===== src/rtl/issue_scheduler.sv =====
// Dual-issue scheduler: buffers one decoded pair, issues in order to even/odd pipes once hazards clear.
// Issue no earlier than the cycle after accept; fetch_ready drops while buffered slots remain blocked.
module issue_scheduler #(
  parameter int ADDR_W = 7,
  parameter int NREG   = 128,
  parameter int CNT_W  = 16
) (
  input  logic              clk,
  input  logic              reset,
  input  logic              fetch_valid,
  output logic              fetch_ready,
  input  logic              s0_pipe,
  input  logic [ADDR_W-1:0] s0_ra,
  input  logic [ADDR_W-1:0] s0_rb,
  input  logic [ADDR_W-1:0] s0_rt,
  input  logic              s0_wr,
  input  logic              s1_valid,
  input  logic              s1_pipe,
  input  logic [ADDR_W-1:0] s1_ra,
  input  logic [ADDR_W-1:0] s1_rb,
  input  logic [ADDR_W-1:0] s1_rt,
  input  logic              s1_wr,
  input  logic              wb_even_valid,
  input  logic [ADDR_W-1:0] wb_even_addr,
  input  logic              wb_odd_valid,
  input  logic [ADDR_W-1:0] wb_odd_addr,
  input  logic              flush,
  output logic              iss_even,
  output logic              iss_odd,
  output logic              iss_even_slot,
  output logic              iss_odd_slot,
  output logic              stall,
  output logic [CNT_W-1:0]  stall_cnt
);

  typedef enum logic [1:0] {EMPTY, PAIR, SLOT1} state_t;

  typedef struct packed {
    logic              pipe;
    logic [ADDR_W-1:0] ra;
    logic [ADDR_W-1:0] rb;
    logic [ADDR_W-1:0] rt;
    logic              wr;
  } slot_t;

  state_t            state_q, state_d;
  slot_t             b0_q, b1_q;
  logic              b1_valid_q;
  logic [NREG-1:0]   sb_q, sb_d;
  logic [NREG-1:0]   wbe_mask, wbo_mask, busy_vec;
  logic              rdy0, rdy1, dep1, iss0, iss1, all_done, accept;

  // Same-cycle writebacks are bypassed out of the busy view; r0 is hardwired free.
  always_comb begin
    wbe_mask = '0;
    wbo_mask = '0;
    if (wb_even_valid) wbe_mask[wb_even_addr] = 1'b1;
    if (wb_odd_valid)  wbo_mask[wb_odd_addr]  = 1'b1;
    busy_vec    = sb_q & ~wbe_mask & ~wbo_mask;
    busy_vec[0] = 1'b0;
  end

  assign rdy0 = !busy_vec[b0_q.ra] && !busy_vec[b0_q.rb] && !(b0_q.wr && busy_vec[b0_q.rt]);
  assign rdy1 = !busy_vec[b1_q.ra] && !busy_vec[b1_q.rb] && !(b1_q.wr && busy_vec[b1_q.rt]);
  assign dep1 = b0_q.wr && (b0_q.rt != '0) &&
                ((b1_q.ra == b0_q.rt) || (b1_q.rb == b0_q.rt) || (b1_q.wr && (b1_q.rt == b0_q.rt)));

  assign iss0 = !flush && (state_q == PAIR) && rdy0;
  assign iss1 = !flush && rdy1 &&
                ((state_q == SLOT1) ||
                 ((state_q == PAIR) && b1_valid_q && iss0 && (b1_q.pipe != b0_q.pipe) && !dep1));

  assign all_done = (state_q == EMPTY) ||
                    ((state_q == PAIR) && iss0 && (!b1_valid_q || iss1)) ||
                    ((state_q == SLOT1) && iss1);

  assign fetch_ready   = !reset && !flush && all_done;
  assign accept        = fetch_valid && fetch_ready;
  assign iss_even      = !reset && ((iss0 && !b0_q.pipe) || (iss1 && !b1_q.pipe));
  assign iss_odd       = !reset && ((iss0 && b0_q.pipe) || (iss1 && b1_q.pipe));
  assign iss_even_slot = !reset && iss1 && !b1_q.pipe;
  assign iss_odd_slot  = !reset && iss1 && b1_q.pipe;
  assign stall         = !reset && (state_q != EMPTY) && !iss0 && !iss1;

  always_comb begin
    state_d = state_q;
    if (flush) begin
      state_d = EMPTY;
    end else if (accept) begin
      state_d = PAIR;
    end else begin
      case (state_q)
        PAIR:    if (iss0) state_d = (b1_valid_q && !iss1) ? SLOT1 : EMPTY;
        SLOT1:   if (iss1) state_d = EMPTY;
        default: state_d = EMPTY;
      endcase
    end
  end

  // Set after clear so an issuing writer wins over a retiring writeback to the same register.
  always_comb begin
    sb_d = sb_q & ~wbe_mask & ~wbo_mask;
    if (iss0 && b0_q.wr && (b0_q.rt != '0)) sb_d[b0_q.rt] = 1'b1;
    if (iss1 && b1_q.wr && (b1_q.rt != '0)) sb_d[b1_q.rt] = 1'b1;
  end

  always_ff @(posedge clk or posedge reset) begin
    if (reset) begin
      state_q    <= EMPTY;
      sb_q       <= '0;
      b0_q       <= '0;
      b1_q       <= '0;
      b1_valid_q <= 1'b0;
      stall_cnt  <= '0;
    end else begin
      state_q <= state_d;
      sb_q    <= sb_d;
      if (accept) begin
        b0_q       <= '{pipe: s0_pipe, ra: s0_ra, rb: s0_rb, rt: s0_rt, wr: s0_wr};
        b1_q       <= '{pipe: s1_pipe, ra: s1_ra, rb: s1_rb, rt: s1_rt, wr: s1_wr};
        b1_valid_q <= s1_valid;
      end
      if (stall && (stall_cnt != '1)) stall_cnt <= stall_cnt + CNT_W'(1);
    end
  end

endmodule


===== config.mk =====
export PLATFORM = sky130hd
export DESIGN_NAME = issue_scheduler
export DESIGN_NICKNAME = d
export VERILOG_FILES = /design/src/rtl/issue_scheduler.sv
export SDC_FILE = /design/constraint.sdc
export NUM_CORES = 1
export LEC_CHECK = 0
export CORE_MARGIN = 10
export CORE_UTILIZATION = 28
export CTS_BUF_LIST = sky130_fd_sc_hd__clkbuf_4
export CTS_CLUSTER_DIAMETER = 40
export CTS_CLUSTER_SIZE = 25
export DETAILED_ROUTE_END_ITERATION = 8
export DONT_BUFFER_PORTS = 1
export PLACE_DENSITY = 0.51
export SLEW_MARGIN = 20
export SYNTH_ARGS = -nofsm -noshare
export SYNTH_HDL_FRONTEND = slang
export SYNTH_SLANG_ARGS = --single-unit

===== constraint.sdc =====
create_clock -name clk -period 22.7 [get_ports clk]
set_clock_uncertainty 0.15 [all_clocks]
set_input_delay 4.54 -clock clk [delete_from_list [all_inputs] [get_ports clk]]
set_output_delay 4.54 -clock clk [all_outputs]
set_load 0.01 [all_outputs]

### Yosys cells after proc, flatten, opt, wreduce, memory -nomap -nowiden

Index checks and enable logic that the tools add are counted.

| storage, ports and cells | value |
|---|---|
| flip-flop bits (word level) | 193 |
| input bits | 67 |
| output and inout port bits | 22 |
| word-level logic and storage cells | 144 |

| cells by class | value |
|---|---|
| $add $sub $neg | 1 |
| magnitude comparators | 12 |
| equality and inequality tests | 9 |
| mux-type cells | 30 |
| bitwise gates (word level) | 6 |
| reductions and logical operators | 72 |

Operators by type and width:

| kind | number |
|---|---|
| 128-bit two-way mux | 4 |
| 128-bit AND | 2 |
| 128-bit inverter | 2 |
| 128-bit OR | 2 |
| 7-bit by 8-bit less-than comparator with 1-bit output (second input constant) | 8 |
| 1-bit logical AND | 45 |
| 1-bit binary-select mux with 7-bit select | 6 |
| 1-bit demux with 7-bit select | 4 |
| 7-bit by 1-bit greater-or-equal comparator with 1-bit output (second input constant) | 4 |
| 7-bit == test | 3 |
| 16-bit by 1-bit adder with 16-bit output (second input constant) | 1 |
| 16-bit != test (second input constant) | 1 |
| 1-bit logical NOT | 14 |
| 7-bit nonzero test | 2 |
| 1-bit two-way mux | 10 |
| 2-bit two-way mux | 5 |
| 1-bit logical OR | 8 |
| 4-bit != test (second input constant) | 2 |
| 2-bit case mux with 2 select lines | 1 |
| 2-bit by 1-bit == test with 1-bit output (second input constant) | 1 |
| 2-bit == test (second input constant) | 1 |
| 2-bit logical NOT | 1 |
| 2-bit AND reduction | 1 |
| 2-bit nonzero test | 1 |
| 1-bit != test | 1 |

### Longest topological paths before layout

| logic depth | value |
|---|---|
| depth in word-level cells | 27 |
| gate-level depth with buffers | 17 |
| mapped depth without buffers | 11 |

### Worst setup path after synthesis

No wires, ideal clock.

| timing path | value |
|---|---|
| path type | input to output |
| start | input port reset |
| end | output port iss_even |
| arrival time | 9.302 ns |
| required time | 18.010 ns |
| slack | 8.708 ns |
| stages on the path | 3 |
| path buffers | 0 |
| path through | inv_1 nand3_1 o32ai_1 |

| on the way | value |
|---|---|
| word-level cells in the longest chain between the ends | 2 |

Ends and longest elaborated chain:

| element | RTL line | source |
|---|---|---|
| start: declaration | 9 | `input logic reset,` |
| 1-bit logical NOT (no source line) | - |  |
| 1-bit logical AND | 79 | `assign iss_even = !reset && ((iss0 && !b0_q.pipe) \|\| (iss1 && !b1_q.pipe));` |
| end: declaration | 28 | `output logic iss_even,` |

No other way between the ends.

### Worst setup path in the final report

| timing path | value |
|---|---|
| start | input port wb_even_addr[5] |
| end | output port iss_odd |

| on the way | value |
|---|---|
| word-level cells in the longest chain between the ends | 22 |
| elaborated cells on any way between the ends | 44 |
| those cells by class | 2 x order compare; 15 x mux; 3 x bitwise; 24 x reduce/logical |

Ends and longest elaborated chain:

| element | RTL line | source |
|---|---|---|
| start: declaration | 24 | `input logic [ADDR_W-1:0] wb_even_addr,` |
| 7-bit by 8-bit less-than comparator with 1-bit output (implied by the code) / 7-bit by 1-bit greater-or-equal comparator with 1-bit output (equally long branches) | 57 | `if (wb_even_valid) wbe_mask[wb_even_addr] = 1'b1;` |
| 1-bit logical AND (implied by the code) | 57 |  |
| 1-bit two-way mux (implied by the code) | 57 |  |
| 1-bit demux with 7-bit select * | 57 |  |
| 128-bit two-way mux * | 57 |  |
| 128-bit inverter * | 59 | `busy_vec = sb_q & ~wbe_mask & ~wbo_mask;` |
| 128-bit AND * (2 in a row) | 59 |  |
| 1-bit binary-select mux with 7-bit select | 63 | `assign rdy0 = !busy_vec[b0_q.ra] && !busy_vec[b0_q.rb] && !(b0_q.wr && busy_vec[b0_q.rt]);` |
| [3 not listed] | - |  |
| 1-bit logical AND | 63 |  |
| 1-bit logical AND | 68 | `assign iss0 = !flush && (state_q == PAIR) && rdy0;` |
| 1-bit logical AND (3 in a row) | 71 | `((state_q == PAIR) && b1_valid_q && iss0 && (b1_q.pipe != b0_q.pipe) && !dep1));` |
| 1-bit logical OR | 70 | `((state_q == SLOT1) \|\|` |
| 1-bit logical AND | 69 | `assign iss1 = !flush && rdy1 &&` |
| 1-bit logical AND | 80 | `assign iss_odd = !reset && ((iss0 && b0_q.pipe) \|\| (iss1 && b1_q.pipe));` |
| 1-bit logical OR * | 80 |  |
| 1-bit logical AND * | 80 |  |
| end: declaration | 29 | `output logic iss_odd,` |

Every way passes the cells marked *; elsewhere a longest branch is shown, timed or not. The select of a mux whose other input is x is not followed.

==> results.toml <==
[power]
p_clk_share_pct = 9.7
total_power_mw = 2.41
ir_drop_mv = 0.0860
swShare_pct = 61.9
p_per_area_nw_per_um2 = 125
p_sw_mw = 1.49
pwr-share-comb_pct = 67.6
leakage_nw = 6.60
p_int_mw = 0.920
pwr-share-seq_pct = 22.7

[worst_setup_path]
critPathLaunch = "wb_even_addr[5]"
end_kind = "primary output"
crit_top_cell = "buf_4"
crit_chain = "nand4bb_1 -> nor4b_1 -> nor2_1 -> mux2_2 -> a211oi_1 -> o22ai_1 -> o311a_1 -> or4_1 -> buf_4 -> o41ai_4 -> buf_4 -> nand2_1 -> o32ai_1"
crit_path_max_incr_delay_ns = 0.87
worstPathRequired_ns = 18.01
cp.arrival_ns = 9.70
crit_type = "primary input to primary output"
critPathLaunchType = "primary input"
crit_slowest_cell = "nor4b_1"
cp_max_fo = 45
ff2ff_path_depth = 12
rr_endpoint = "b0_q[18]"
r2r_start = "b1_q[10]"
r2r_slack_ns = 16.44

[sta]
slew_viol_final = 0
fmax_ghz = 0.0695
max_slew_margin_pct = 20.9
finalHoldViolCount = 0
tightest_slew_ns = 1.19
rsz0062_at_grt = "no"
setup_tns_ns = 0
finalWorstSetupSlack_ns = 8.31
finalSetupViolations = 0
post-route-period-util_pct = 63.4
period_minus_slack_ns = 14.39

[logic_synthesis]
synth-edff-count = 0
syn-num-nets = 2137
synth-seq-area-share_pct = 27.6
synth_area_um2 = 17400
synth.avg_cell_area_um2 = 8.42
yosysWarnings = 0
ys.flop_type = "dfrtp_1"
synth_cell_types = 77
yosys.area.top_type = "dfrtp_1"
synth.top_cells.by_area = "dfrtp_1 28%, o221ai_1 6.7%, mux4_2 4.5%"
netlist.area_leader.share_pct = 27.6
syn_inst = 2069
synthArstFlopShare_pct = 100
synth_seq_cells = 192

[cells_and_area]
final_common_cell = "dfrtp_1"
final_cell_area_um2 = 19300
area_growth_syn_to_layout_pct = 10.5
drive_gt1_share_pct = 17.4
fillers = 6479
multi_input_comb_area_um2 = 11800
fin_nets = 2086
regArea_um2 = 4810
layout_common_cells = "191 x dfrtp_1, 168 x nor2_1, 142 x nand2_1"

[routing]
wl_per_cell_um = 41.3
postRouteWirelength_um = 119000
drc = 0
firstDrtPassIters = 7
num_vias = 21359
ant_nets = 0
drt_iter0_markers = 3707
vias_per_cell = 7.43

[clocking]
path_clk_slew_ns = 0.23
htreeDepth = 4
numCtsBuffers = 17
clock_path_buffers = 2
clk_latency_ns = 0.83
cts_sinks = 192
cts_tree = "built"
postCtsResizedCells = 0
cts-root-buf = "clkbuf_4"
hold_buffers = 0
post_cts.repair.setup_buffers = 0

[min_path]
hold_depth = 1
holdCritPathClass = "flop to flop"
hp-start = "b1_q[3]"
holdPathEnd = "b1_q[3]"

[outcome]
status = "finished, final reports clean"

[die]
die_area_um2 = 72600
die_x_um = 269
die_y_um = 269
initial_utilization_pct = 28.3
core_area_um2 = 61600
row_count = 91
num_io_pins = 89

[global_routing]
grt_pass1_vias = 20396
grt_max_degree = 147
track_usage_pct = 31.1
antenna_found_initial = 7
grt_remaining_overflow = 0
grt_pass1_wl_um = 164000

[flow_run]
drv_cap = 0

[placement]
gp_congestion = 1.09
numPortBuffers = 0
dpl.hpwl_um = 86300
placed_area_um2 = 18900
pre_cts_ws_ns = 8.49
==> final cells by class <==
type,count,area share [%]
timing repair buffer,142,5.64
multi-input combinational,1631,61.4
clock buffer,17,0.663
clock inverter,15,1.10
tap,837,5.44
inverter,34,0.702
sequential,192,25.0
antenna,7,0.0910
==> cell families after synthesis <==
logic type / count (synthesis) / share of synthesized area (%)
mux: 140 / 11.0
flops: 192 / 27.6
compound gates: 792 / 34.1
xor+xnor: 37 / 1.86
simple gates: 661 / 20.0
fa+ha+maj: 1 / 0.0718
buf+inv: 246 / 5.42
==> worst max path at each step <==
| stage | cells after the start | slack, ns | to |
|---|---|---|---|
| 2_1_floorplan | 3 | 8.71 | iss_even |
| 3_3_place_gp | 13 | 8.46 | iss_odd |
| 3_5_place_dp | 13 | 8.49 | iss_odd |
| 4_1_cts | 13 | 8.46 | iss_odd |
| 5_1_grt | 13 | 8.07 | iss_odd |
| 6_report | 13 | 8.31 | iss_odd |
==> metal layers <==
layer  routed length (um)  GRT usage [%]  part of all wire, %
met1                43500           37.6                   37
met2                50000           46.0                   42
met3                15400           10.6                   13
met4                 9650           21.2                  8.1
met5                  115           1.08                0.097
==> sequential cells by signal (all words and copies together) (netlist names) <==
register    cells
sb_q          127
b1_valid_q      1
state_q         2
stall_cnt      16
b1_q           23
b0_q           23
==> critical path: cells and delay by family <==
kind                   cells  cell delay [ns]
AND/OR/NAND/NOR            5             2.48
AO/OA/AOI/OAI              5             1.54
buffers and inverters      2             0.76
multiplexers               1             0.35
==> power by group through the flow <==
stage               Sequential [mW]  Combinational (mW)  Clock [mW]
floorplan                     0.448               0.964           0
global placement              0.547                1.56           0
detailed placement            0.546                1.54           0
CTS                           0.539                1.54       0.238
global route                  0.549                1.67       0.248
finish                        0.547                1.63       0.235
==> per-stage QoR <==
stage / hold WS, ns / instances / util, %
2_1_floorplan: 0.349 / 2069 / -
3_3_place_gp: 0.342 / 2835 / 30.6
3_5_place_dp: 0.364 / 2835 / 30.6
4_1_cts: 0.414 / 2867 / 31.2
5_1_grt: 0.437 / 2872 / 31.2
6_report: 0.404 / 2875 / 31.3
==> synthesized netlist by cell type, drive strengths merged (38+ instances only) <==
cell and instances:
nand3 41, o221a 42, nand2 142, o221ai 135, nor3 38, nand4 71, o21ai 71, buf 47
dfrtp 192, a21oi 93, mux2i 49, nor2 169, o22ai 83, clkbuf 165, o31ai 73, a22oi 46
mux2 56, o211ai 64
(Power assumes the default switching activity.)
